### config.mk
export PLATFORM = sky130hd
export DESIGN_NAME = nv_nvdla_cdma_img_rsp_unpack
export DESIGN_NICKNAME = d
export VERILOG_FILES = /design/src/rtl/nv_nvdla_cdma_img_rsp_unpack.sv
export SDC_FILE = /design/constraint.sdc
export NUM_CORES = 1
export LEC_CHECK = 0
export ABC_AREA = 0
export BUFFER_PORTS_ARGS = -buffer_cell sky130_fd_sc_hd__buf_2
export CAP_MARGIN = 40
export CORE_AREA = 5 5 91 93
export DETAILED_ROUTE_END_ITERATION = 6
export DIE_AREA = 0 0 96 98
export PLACE_DENSITY = 0.83
export SYNTH_ARGS = -nofsm -noshare
export SYNTH_HDL_FRONTEND = slang
export SYNTH_SLANG_ARGS = --single-unit
### constraint.sdc
create_clock -name clk -period 3 [get_ports clk]
set_input_delay 0.6 -clock clk [delete_from_list [all_inputs] [get_ports clk]]
set_output_delay 0.6 -clock clk [all_outputs]
set_load 0.01 [all_outputs]
### src/rtl/nv_nvdla_cdma_img_rsp_unpack.sv
// CDMA image response unpacker: pairs FIFO contexts with DMA beats, tags idx/last/eol.
// Optional orphan-response watchdog under NVDLA_CDMA_IMG_RSP_ORPHAN_CHK_EN.
module nv_nvdla_cdma_img_rsp_unpack #(
    parameter int DW        = 64,
    parameter int ORPHAN_TO = 16
) (
    input  logic          clk,
    input  logic          reset_,
    input  logic          ctx_req,
    output logic          ctx_ready,
    input  logic [10:0]   ctx_data,
    input  logic          dma_rsp_valid,
    output logic          dma_rsp_ready,
    input  logic [DW-1:0] dma_rsp_pd,
    output logic          out_valid,
    input  logic          out_ready,
    output logic [DW-1:0] out_pd,
    output logic [4:0]    out_idx,
    output logic          out_last,
    output logic          out_eol,
    output logic          orphan_err
);

    typedef enum logic {IDLE, ACTIVE} state_e;

    state_e        state_q, state_d;
    logic          eol_q, eol_d;
    logic [4:0]    nbeat_m1_q, nbeat_m1_d;
    logic [4:0]    start_idx_q, start_idx_d;
    logic [4:0]    beat_cnt_q, beat_cnt_d;
    logic          out_valid_q, out_valid_d;
    logic [DW-1:0] out_pd_q, out_pd_d;
    logic [4:0]    out_idx_q, out_idx_d;
    logic          out_last_q, out_last_d;
    logic          out_eol_q, out_eol_d;

    logic rsp_acc;
    logic beat_last;
    logic last_acc;
    logic pop;

    // State register
    always_ff @(posedge clk or negedge reset_) begin
        if (!reset_) begin
            state_q <= IDLE;
        end else begin
            state_q <= state_d;
        end
    end

    // Next-state logic; a pop always wins so back-to-back contexts stay ACTIVE
    always_comb begin
        state_d = state_q;
        if (pop) begin
            state_d = ACTIVE;
        end else if (last_acc) begin
            state_d = IDLE;
        end
    end

    // Handshake outputs
    always_comb begin
        dma_rsp_ready = 1'b0;
        unique case (state_q)
            IDLE:    dma_rsp_ready = 1'b0;
            ACTIVE:  dma_rsp_ready = !out_valid_q || out_ready;
            default: dma_rsp_ready = 1'b0;
        endcase
    end

    assign rsp_acc   = dma_rsp_valid && dma_rsp_ready;
    assign beat_last = (beat_cnt_q == nbeat_m1_q);
    assign last_acc  = rsp_acc && beat_last;
    assign ctx_ready = (state_q == IDLE) || last_acc;
    assign pop       = ctx_req && ctx_ready;

    always_comb begin
        eol_d       = eol_q;
        nbeat_m1_d  = nbeat_m1_q;
        start_idx_d = start_idx_q;
        beat_cnt_d  = beat_cnt_q;
        out_valid_d = out_valid_q;
        out_pd_d    = out_pd_q;
        out_idx_d   = out_idx_q;
        out_last_d  = out_last_q;
        out_eol_d   = out_eol_q;
        if (rsp_acc) begin
            out_valid_d = 1'b1;
            out_pd_d    = dma_rsp_pd;
            out_idx_d   = start_idx_q + beat_cnt_q;
            out_last_d  = beat_last;
            out_eol_d   = eol_q && beat_last;
            beat_cnt_d  = beat_cnt_q + 5'd1;
        end else if (out_ready) begin
            out_valid_d = 1'b0;
        end
        // Pop after the accept so the new context restarts its own count
        if (pop) begin
            eol_d       = ctx_data[10];
            nbeat_m1_d  = ctx_data[9:5];
            start_idx_d = ctx_data[4:0];
            beat_cnt_d  = 5'd0;
        end
    end

    always_ff @(posedge clk or negedge reset_) begin
        if (!reset_) begin
            eol_q       <= 1'b0;
            nbeat_m1_q  <= 5'd0;
            start_idx_q <= 5'd0;
            beat_cnt_q  <= 5'd0;
            out_valid_q <= 1'b0;
            out_pd_q    <= '0;
            out_idx_q   <= 5'd0;
            out_last_q  <= 1'b0;
            out_eol_q   <= 1'b0;
        end else begin
            eol_q       <= eol_d;
            nbeat_m1_q  <= nbeat_m1_d;
            start_idx_q <= start_idx_d;
            beat_cnt_q  <= beat_cnt_d;
            out_valid_q <= out_valid_d;
            out_pd_q    <= out_pd_d;
            out_idx_q   <= out_idx_d;
            out_last_q  <= out_last_d;
            out_eol_q   <= out_eol_d;
        end
    end

    assign out_valid = out_valid_q;
    assign out_pd    = out_pd_q;
    assign out_idx   = out_idx_q;
    assign out_last  = out_last_q;
    assign out_eol   = out_eol_q;

`ifdef NVDLA_CDMA_IMG_RSP_ORPHAN_CHK_EN
    localparam logic [4:0] ORPHAN_TO5 = 5'(ORPHAN_TO);

    logic [4:0] idle_cnt_q, idle_cnt_d;
    logic       orphan_q, orphan_d;

    // Saturating so a long orphan stall cannot wrap past the threshold
    always_comb begin
        idle_cnt_d = 5'd0;
        if (state_q == IDLE && dma_rsp_valid && !ctx_req) begin
            idle_cnt_d = (idle_cnt_q == 5'd31) ? idle_cnt_q : idle_cnt_q + 5'd1;
        end
        orphan_d = orphan_q || (idle_cnt_q == ORPHAN_TO5);
    end

    always_ff @(posedge clk or negedge reset_) begin
        if (!reset_) begin
            idle_cnt_q <= 5'd0;
            orphan_q   <= 1'b0;
        end else begin
            idle_cnt_q <= idle_cnt_d;
            orphan_q   <= orphan_d;
        end
    end

    assign orphan_err = orphan_q;
`else
    assign orphan_err = 1'b0;
`endif

endmodule

**Word level (Yosys, flattened, before mapping)**

Cells that the tools add are included.

- Bits in registers: 89
- Bits in latches: 0
- Bits in writable memories: 0
- Bits in read-only memories: 0
- Input port bits: 80
- Output and inout bits: 75
- Word-level logic and storage cells: 31
- Memories: 0

- Add/sub/neg operators: 2
- $mul: 0
- Div/mod/pow operators: 0
- $lt $le $gt $ge: 0
- Equal/unequal tests: 1
- Shifts and indexed selects: 0
- Multiplexer cells: 7
- Bitwise gates (word level): 1
- Reduce and logical (&&, ||, !) cells: 10

Operators by type and width:

| cell | number |
|---|---|
| 5-bit 2-to-1 mux | 2 |
| 2-bit nonzero test | 3 |
| 5-bit by 1-bit adder with 5-bit output, second input constant | 1 |
| 5-bit adder | 1 |
| 5-bit == test | 1 |
| 1-bit logical AND | 4 |
| 1-bit 2-to-1 mux | 4 |
| 1-bit logical OR | 2 |
| 1-bit one-hot mux with 2 select lines | 1 |
| 1-bit zero test | 1 |
| 1-bit inverter | 1 |

**Logic depth before layout (Yosys ltp)**

Gate-level depths: netlist (run 1).

- Word-level depth: 8
- Depth in mapped cells: 7
- Gate-level depth less buffers: 7

**Worst setup path before layout (run 1)**

No wires, ideal clock.

- Path type: input to register
- Start point: in out_ready
- End point: reg nbeat_m1_q[0]
- Setup time: 125 ps
- Arrival time: 1,714 ps
- Required time: 2,875 ps
- Slack: 1,161 ps
- Cell stages on the path: 5
- Buffers on the path: 1
- Path through: nor2b_1 > nor2_4 > a41oi_4 > buf_6 > mux2_4

- Longest elaborated chain between the ends: 6

Ends and longest elaborated chain:

| item | line | text |
|---|---|---|
| start: declaration | 16 | `input logic out_ready,` |
| 1-bit logical OR | 66 | `ACTIVE: dma_rsp_ready = !out_valid_q \|\| out_ready;` |
| 1-bit one-hot mux with 2 select lines | 64 | `unique case (state_q)` |
| 1-bit logical AND | 71 | `assign rsp_acc = dma_rsp_valid && dma_rsp_ready;` |
| 1-bit logical AND | 73 | `assign last_acc = rsp_acc && beat_last;` |
| 1-bit logical OR | 74 | `assign ctx_ready = (state_q == IDLE) \|\| last_acc;` |
| 1-bit logical AND | 75 | `assign pop = ctx_req && ctx_ready;` |
| end signal: assignment | 119 | `nbeat_m1_q <= nbeat_m1_d;` |
| end: declaration | 28 | `logic [4:0] nbeat_m1_q, nbeat_m1_d;` |

Every way passes these cells.
A chain may end at the register's enable or synchronous reset.

**Final worst setup path (run 1)**

- Start point: reg beat_cnt_q[4]
- End point: out ctx_ready

- Longest elaborated chain between the ends: 3

Ends and longest elaborated chain:

| item | line | text |
|---|---|---|
| start: declaration | 30 | `logic [4:0] beat_cnt_q, beat_cnt_d;` |
| start signal: assignment | 121 | `beat_cnt_q <= beat_cnt_d;` |
| 5-bit == test | 72 | `assign beat_last = (beat_cnt_q == nbeat_m1_q);` |
| 1-bit logical AND | 73 |  |
| 1-bit logical OR | 74 |  |
| end: declaration | 10 | `output logic ctx_ready,` |

Every way passes these cells.

==> results of run 1 <==
==> final cells by class <==
cell class                      count  area [sq um]
Fill cell                         647          2740
Sequential cell                    89          2230
Multi-Input combinational cell    269          1340
Timing Repair Buffer              156           823
Clock buffer                       10           128
Tap cell                          102           128
Clock inverter                      6          45.0
Inverter                            5          18.8
==> cells in the final DEF (no fill, tap or decap), types with 6 or more instances in the layout <==
cell / n
buf_2: 152
clkbuf_8: 9
dfrtp_1: 89
mux2_2: 6
nand2_1: 209
xor2_1: 11
==> routing by layer <==
| layer | part of all wire | wire, microns | global-route usage |
|---|---|---|---|
| met5 | 0 | 0 | 0 |
| met4 | 0.019 | 158 | 0.0711 |
| met3 | 0.078 | 655 | 0.0439 |
| met2 | 0.45 | 3800 | 0.286 |
| met1 | 0.45 | 3740 | 0.249 |
==> registers in the layout (all words and copies together), names as in the netlist <==
name	count
out_pd	64
beat_cnt_q	5
nbeat_m1_q	5
out_idx	5
start_idx_q	5
eol_q	1
out_eol	1
out_last	1
out_valid	1
state_q	1
==> worst register-to-register path, stage by stage, from the launching register on <==
cell and delay, ns:
dfrtp_1 0.40, nand2b_1 0.13, nand3_2 0.60, buf_12 0.44, nand2_1 0.10, o21ai_0 0.07
==> kinds of logic (layout without fill, tap and decap cells) <==
kind of cell / after synthesis / after routing / synth area share
muxes: 11 / 11 / 0.0390
and+or+nand+nor: 228 / 228 / 0.249
AOI/OAI and AO/OA: 11 / 11 / 0.0243
xor gates and xnor gates: 12 / 12 / 0.0287
DFF: 89 / 89 / 0.609
adders and majority gates: 6 / 6 / 0.0226
buffers and inverters: 22 / 177 / 0.0263
other: 1 / 1 / 0.00103
==> through the flow <==
stage | hold WS (ns) | worst slack (ns)
after CTS | 0.223 | 0.675
after global placement | 0.454 | 0.848
after global routing | 0.235 | 0.588
after floorplan | 0.304 | 1.16
after detailed placement | 0.459 | 0.768
final | 0.213 | 0.695
==> power groups by stage <==
stage / clock network [mW] / logic, mW / registers [mW]
finish: 0.721 / 1.23 / 1.77
global route: 0.801 / 1.39 / 1.81
CTS: 0.747 / 1.25 / 1.77
detailed placement: 0 / 1.25 / 1.79
global placement: 0 / 1.20 / 1.78
floorplan: 0 / 0.661 / 1.87
==> Yosys cell counts <==
library cell / number
nand2_1: 209
dfrtp_1: 89
xor2_1: 11
clkbuf_1: 10
mux2_2: 6
and2_1: 5
ha_1: 5
inv_1: 5
mux2_4: 5
o21ai_0: 5
buf_1: 3
nand3_1: 3
nor2b_1: 3
a21o_1: 2
buf_2: 2
nor4b_1: 2
a211o_1: 1
a21boi_0: 1
a21oi_1: 1
a41oi_4: 1
buf_4: 1
buf_6: 1
conb_1: 1
fa_1: 1
nand2b_1: 1
nand4_1: 1
nor2_1: 1
nor2_4: 1
nor3_2: 1
nor3b_1: 1
xnor2_1: 1
==> worst paths after layout <==
path                       slack, ns  depth (start not counted)                      to                       from
min reg2reg                     0.48                          2  out_pd[28]$_DFFE_PN0P_     out_pd[28]$_DFFE_PN0P_
max in group asynchronous       2.16                          2  out_pd[32]$_DFFE_PN0P_                     reset_
min                             0.21                          1  out_idx[0]$_DFFE_PN0P_                     reset_
max reg2reg                     1.14                          5     out_eol$_DFFE_PN0P_      out_valid$_DFFE_PN0P_
min in group clk                0.44                          3  out_pd[52]$_DFFE_PN0P_             dma_rsp_pd[52]
max                             0.69                          5               ctx_ready  beat_cnt_q[4]$_DFFE_PN0P_
==> results.toml, run 1 <==
[route]
post-route-drc-count = 0
drt-pass1-iter-count = 4
ant_nets = 0
via_per_inst = 4.67
wl_per_cell_microns = 13.1
num_vias = 2975
drtIter0Drc = 72
routed_wl_microns = 8350

[logic_synthesis]
syn_area_per_cell_sq_um = 9.63
synth_cell_type_count = 31
synth_top_area_share = 0.609
ys_ff_latch = 89
seq_area_frac_synth = 0.609
synth_nets = 466
syn_inst = 380
synth_area_sq_um = 3660
synth_area_leaders = "dfrtp_1 61%, nand2_1 21%, xor2_1 2.6%, mux2_4 2.1%, mux2_2 1.8%"
yosys_warnings = 0
synth_top_area_cell = "dfrtp_1"

[floorplanning]
die_w_microns = 96
io-pin-count = 155
fp.dieH_microns = 98
start_util = 0.491
die_area_sq_um = 9410
core_area_sq_um = 7450
rows = 32

[layout]
areaGrowthSynthToFinish_pct = 28.7
fin_util = 0.632
n_antenna_cell = 0
fin_cells = 637
finalInstanceArea_sq_um = 4710
nNetsFinal = 616
drive_gt1_frac = 0.348

[timing]
skew_ns = 0.00971
report.final.slew_viol_count = 0
fin_crit_sh = 0.768
setup_viol = 0
hold_violations = 0
worst_pin_slew_ns = 0.757
post-route-min-period_ns = 2.31
rsz0062_at_grt = "no"
maxSlewHeadroom = 0.495
tns_ns = 0
max_freq_mhz = 434

[critical_path]
crit_required_ns = 2.40
worstPathArrival_ns = 1.71
cp-start-kind = "register"
setup.worst_path.end_class = "primary output"
path_delay_family = "simple AND/OR/NAND/NOR gates"
cp_cell_sequence = "xor2_1 > nor3_2 > nand3_1 > nand2_1 > buf_2"
timing.critical_path.buf_inv = 1
crit_slowest_cell = "dfrtp_1"
crit_fanout = 4
critical_path.max_stage_delay_ns = 0.43
path_class = "register to primary output"

[clock_tree]
cts_tree = "yes"
holdBufCountCts = 0
clockBufferDepth = 2
clk_pin_slew_ns = 0.09
cts_sinks = 89
cts_resized = 0
clock_latency_ns = 0.34
clockRootBuffer = "clkbuf_8"
h-tree-depth = 3
cts_buffers = 9
cts_setup_buffers = 0

[place]
dpl.cell_count = 621
routabilityCongestion = 0.801
portBuffers = 153
hpwl_microns = 6210
post_dp_cell_area_sq_um = 4540

[power_and_ir_drop]
switching_share = 0.353
p_int_mw = 2.40
ir_worst_vdd_v = 0.000398
power_mw = 3.72
total_leakage_power_nw = 2.71
power.density_nw_per_um2 = 789
pwr-share-seq = 0.475
power_switching_mw = 1.31
clockPowerShare = 0.194
combPwrFrac = 0.331

[global_route]
grt-ovfl-total = 0
grt.total_usage = 0.184
antenna_found_initial = 0
grt_pass1_vias = 3078
grt_pass1_wl_microns = 13800
grt_max_degree = 67

[job]
drv_cap = 0

[hold_path]
min_path_type = "primary input to asynchronous set/reset pin"

[run_status]
status = "finished clean"
Note: power is estimated with default switching activity, not from simulation.
==> run 2, diff against run 1 <==
- CORE_AREA: 5 5 91 93 -> 5 5 99 101
- DIE_AREA: 0 0 96 98 -> 0 0 104 106
- PLACE_DENSITY: 0.83 -> 0.74
- clock period: 3 -> 1.85 ns (I/O delays scaled with it)
==> run 2 against run 1 <==
Effect of this change: non-clock buffer count rose by 16; register-to-register slack got worse by 1.1 ns; combinational power rose by 85%; count of clock-buffer cells in the layout rose by 1; routed wire length rose by 4.1%; die area rose by 17%; clock power rose by 69%; first-iteration DRC count rose by 25%; flip-flop and latch count did not move; utilization fell by 8.7 points; power rose by 71%; final area rose by 3.4%.
==> results.toml, run 2 (same netlist as run 1, synthesis figures left out) <==
[run_status]
status = "finished clean"

[place]
dpl.cell_count = 636
routabilityCongestion = 0.777
hpwl_microns = 6380
portBuffers = 153

[timing]
hold_violations = 0
skew_ns = 0.0112
setup_viol = 0
rsz0062_at_grt = "yes"
maxSlewHeadroom = 0.559
worst_pin_slew_ns = 0.661
fin_crit_sh = 0.997
report.final.slew_viol_count = 0
post-route-min-period_ns = 1.84
max_freq_mhz = 542

[route]
via_per_inst = 4.58
num_vias = 3029
routed_wl_microns = 8690
post-route-drc-count = 0
ant_nets = 0
wl_per_cell_microns = 13.1
drtIter0Drc = 90
drt-pass1-iter-count = 4

[clock_tree]
clock_latency_ns = 0.35
clockBufferDepth = 2
clk_pin_slew_ns = 0.09
cts_sinks = 89
h-tree-depth = 3
clockRootBuffer = "clkbuf_8"
cts_buffers = 9
cts_tree = "yes"

[critical_path]
cp-start-kind = "register"
cp_cell_sequence = "xor2_2 > nor3_2 > nand3_2 > nand2_1 > buf_2"
crit_required_ns = 1.48
crit_slowest_cell = "dfrtp_1"
path_class = "register to primary output"
worstPathArrival_ns = 1.47
crit_fanout = 2
path_delay_family = "flip-flops"
timing.critical_path.buf_inv = 1
setup.worst_path.end_class = "primary output"
critical_path.max_stage_delay_ns = 0.42

[layout]
areaGrowthSynthToFinish_pct = 33.1
num-fill-cells = 814
largest_reg_flops = 64
fin_cells = 662
final_cell_mix = "209 x nand2_1, 152 x buf_2, 89 x dfrtp_1, 15 x buf_4"
nNetsFinal = 632
final_common_cell = "nand2_1"
drive_gt1_frac = 0.372
n_antenna_cell = 0

[floorplanning]
core_area_sq_um = 8930
io-pin-count = 155
fp.dieH_microns = 106
die_w_microns = 104
die_area_sq_um = 11000
rows = 35
start_util = 0.410

[global_route]
grt.total_usage = 0.158
grt_pass1_wl_microns = 14500
grt_max_degree = 68
antenna_found_initial = 0
grt_pass1_vias = 3063
grt-ovfl-total = 0

[job]
drv_cap = 0

[power_and_ir_drop]
total_leakage_power_nw = 2.79
ir_worst_vdd_v = 0.000652
power.density_nw_per_um2 = 1300
power_mw = 6.35

[hold_path]
min_path_type = "primary input to register"
==> run 2: final cells by class <==
class | count | area, sq um | area share
clock buffers | 11 | 141 | 0.0290
repair buffers | 172 | 946 | 0.194
clock inverters | 5 | 40.0 | 0.00822
flip-flops and latches | 89 | 2230 | 0.457
inverters | 5 | 18.8 | 0.00385
well taps | 111 | 139 | 0.0285
multi-input cells | 269 | 1360 | 0.279
==> run 2: what timing repair did <==
action,4_1_cts,5_1_grt
endpoints found under the setup margin,1,10
resized for setup,2,5
hold buffers,1,0
hold endpoints to repair,20,0
pin swaps,3,5
setup buffers,6,3
==> run 2: power breakdown <==
| group | internal (mW) | switching [mW] | total (mW) |
|---|---|---|---|
| Clock | 0.533 | 0.689 | 1.22 |
| Sequential | 2.50 | 0.353 | 2.85 |
| Combinational | 1.09 | 1.19 | 2.27 |
| Total | 4.12 | 2.23 | 6.35 |
==> run 2: through the flow <==
step / utilization / setup TNS, ns / area, sq um / hold slack [ns] / setup WS, ns
after floorplan: - / 0 / 3660 / 0.0744 / 0.175
after global placement: 0.513 / 0 / 4590 / 0.280 / 0.146
after detailed placement: 0.513 / 0 / 4590 / 0.289 / 0.0892
after CTS: 0.541 / 0 / 4830 / 0.183 / 0.0000187
after global routing: 0.545 / -0.0713 / 4870 / 0.187 / -0.0664
final: 0.545 / 0 / 4870 / 0.206 / 0.00595
==> run 2: path summary, 6_finish.rpt <==
check                                     startpoint                    endpoint  slack, ns  cells after the start
max in group asynchronous                     reset_      out_pd[30]$_DFFE_PN0P_       0.81                      3
min                                    dma_rsp_pd[1]       out_pd[1]$_DFFE_PN0P_       0.21                      3
min in group asynchronous                     reset_       out_pd[7]$_DFFE_PN0P_       0.45                      2
min reg2reg                    out_pd[2]$_DFFE_PN0P_       out_pd[2]$_DFFE_PN0P_       0.47                      2
max reg2reg                beat_cnt_q[0]$_DFFE_PN0P_  start_idx_q[3]$_DFFE_PN0P_       0.04                      7
max                        beat_cnt_q[0]$_DFFE_PN0P_                   ctx_ready      0.006                      5
==> run 2: routing by layer <==
metal / GRT usage / routed length, microns / up-vias
li1: - / - / 1501
met1: 0.205 / 3780 / 1397
met4: 0.0463 / 133 / 0
met5: 0 / 0 / -
met2: 0.252 / 4050 / 114
met3: 0.0540 / 738 / 17
==> run 2: worst min-delay path, cell delays in order <==
cell and delay (ns):
buf_2 0.07, nand2_1 0.04, nand2_1 0.04
==> run 3, diff against run 2 <==
- CORE_AREA: 5 5 99 101 -> 5 5 113 88
- CTS_CLUSTER_SIZE: not set -> 20
- DIE_AREA: 0 0 104 106 -> 0 0 118 93
- PLACE_DENSITY: 0.74 -> 0.75
==> run 3 against run 2 <==
Effect of this change: the run now ends with negative setup slack left; worst setup slack lost 0.022 ns; utilization grew 2.2 points; combinational power shrank 2%; critical path depth is the same; via count shrank 1.2%; highest routed layer is now met5; routed wire length grew 1.7%; register-to-register slack gained 0.06 ns.
==> results.toml, run 3 (same netlist as run 1, synthesis figures left out) <==
[clock_tree]
cts_sinks = 89
cts_tree = "yes"
clockBufferDepth = 2
clockRootBuffer = "clkbuf_16"
clk_pin_slew_ns = 0.07
clock_latency_ns = 0.33
h-tree-depth = 3
cts_buffers = 9

[timing]
max_freq_mhz = 536
skew_ns = 0.00882
post-route-min-period_ns = 1.87
worst_slack_ns = -0.0164
hold_violations = 0
rsz0062_at_grt = "yes"
tns_ns = -0.0164
setup_viol = 1
fin_crit_sh = 1.01
report.final.slew_viol_count = 0

[global_route]
grt-ovfl-total = 0
grt_pass1_vias = 3039
antenna_found_initial = 2
grt_pass1_wl_microns = 14800
grt.total_usage = 0.165
grt_max_degree = 47

[layout]
n_antenna_cell = 0
largest_reg_flops = 64
final_cell_mix = "208 x nand2_1, 151 x buf_2, 88 x dfrtp_1, 13 x buf_4, 11 x xor2_1"
finalInstanceArea_sq_um = 4980
num-fill-cells = 829
fin_util = 0.567
drive_gt1_frac = 0.372
regArea_sq_um = 2230
multiInputGateArea_sq_um = 1350
nNetsFinal = 629
areaGrowthSynthToFinish_pct = 36.1
final_common_cell = "nand2_1"

[hold_path]
min_path_cells = 3
hp-start = "dma_rsp_pd[22]"
min_path_type = "primary input to register"
hold-path-endpoint = "out_pd[22]$_DFFE_PN0P_"

[route]
ant_nets = 0
routed_wl_microns = 8840
wl_per_cell_microns = 13.4
num_vias = 2994
post-route-drc-count = 0
drtIter0Drc = 110
drt-pass1-iter-count = 4
via_per_inst = 4.54

[critical_path]
worst_r2r_endpoint = "nbeat_m1_q[4]$_DFFE_PN0P_"
r2r-start = "beat_cnt_q[1]$_DFFE_PN0P_"
crit_fanout = 2
setup.worst_path.end_class = "primary output"
r2r_slack_ns = 0.10
cp_cell_sequence = "xor2_1 > nor3_2 > nand3_2 > nand2_2 > buf_6"
ff2ff_path_depth = 6
cp-start-kind = "register"
path_delay_family = "simple AND/OR/NAND/NOR gates"
crit_slowest_cell = "dfrtp_2"
crit_required_ns = 1.48
critical_path.max_stage_delay_ns = 0.42
timing.critical_path.buf_inv = 1
worstPathArrival_ns = 1.50
path_class = "register to primary output"

[run_status]
violations = "negative setup slack"
status = "finished, violations left"

[floorplanning]
io-pin-count = 155
fp.dieH_microns = 93
rows = 30
die_area_sq_um = 11000
start_util = 0.417
core_area_sq_um = 8780
die_w_microns = 118

[power_and_ir_drop]
power.density_nw_per_um2 = 1390
ir_worst_vdd_v = 0.000616
total_leakage_power_nw = 2.85
power_mw = 6.90

[place]
routabilityCongestion = 0.778
hpwl_microns = 6610
portBuffers = 153
post_dp_cell_area_sq_um = 4600

[job]
drv_cap = 0
## run 3: changes by cell type in the layout (fill, tap and decap cells not counted), sizes merged
cell      delta
clkinv       +3
buf          -3
clkbuf       -1
clkinvlp     -3
bufinv       +1
## run 3: worst max-delay path by stage
stage	end	slack, ns	startpoint	cells after the start
2_1_floorplan	nbeat_m1_q[0]$_DFFE_PN0P_	0.17	out_valid$_DFFE_PN0P_	5
3_3_place_gp	out_idx[4]$_DFFE_PN0P_	0.15	beat_cnt_q[0]$_DFFE_PN0P_	7
3_5_place_dp	out_idx[4]$_DFFE_PN0P_	0.1	beat_cnt_q[0]$_DFFE_PN0P_	7
4_1_cts	ctx_ready	-0.02	beat_cnt_q[3]$_DFFE_PN0P_	5
5_1_grt	ctx_ready	-0.09	beat_cnt_q[0]$_DFFE_PN0P_	5
6_report	ctx_ready	-0.02	beat_cnt_q[0]$_DFFE_PN0P_	5
## run 3: metal layers
| layer | wire length [microns] | share of wire | up-vias | track usage |
|---|---|---|---|---|
| met5 | 27 | 0.0031 | - | 0 |
| met4 | 72 | 0.0081 | 4 | 0.0430 |
| met3 | 985 | 0.11 | 15 | 0.0762 |
| met2 | 3990 | 0.45 | 122 | 0.259 |
| met1 | 3770 | 0.43 | 1356 | 0.209 |
| li1 | - | - | 1497 | - |
## run 3: per-stage QoR
step	setup WS (ns)	hold slack [ns]	cells
floorplan	0.175	0.0744	380
global placement	0.149	0.316	637
detailed placement	0.0957	0.322	637
CTS	-0.0205	0.210	660
global route	-0.0939	0.214	660
finish	-0.0164	0.223	660
## run 3: layout make-up
| class | count | share of cell area |
|---|---|---|
| tap | 112 | 0.0281 |
| clock buffer | 10 | 0.0480 |
| clock inverter | 6 | 0.0133 |
| sequential | 89 | 0.447 |
| multi-input combinational | 269 | 0.272 |
| timing repair buffer | 169 | 0.188 |
| inverter | 5 | 0.00377 |
## run 3: worst register-to-register path: stages, from the launching register on
cell     delay, ns
dfrtp_1       0.46
xor2_1        0.22
nor2_2        0.08
buf_4         0.14
a41oi_4       0.22
buf_12        0.18
mux2_2        0.34
## run 3: repair_timing
action                     4_1_cts  5_1_grt
hold buffers                     1        0
pin swaps                        5        2
setup endpoints to repair        1        2
resized for setup                3        3
hold endpoints to repair        29        0
buffers inserted                 6        0
## run 3: report_power, final
group	internal, mW	switching, mW
combinational	1.05	1.18
sequential	2.50	0.346
clock	1.09	0.739
total	4.64	2.26
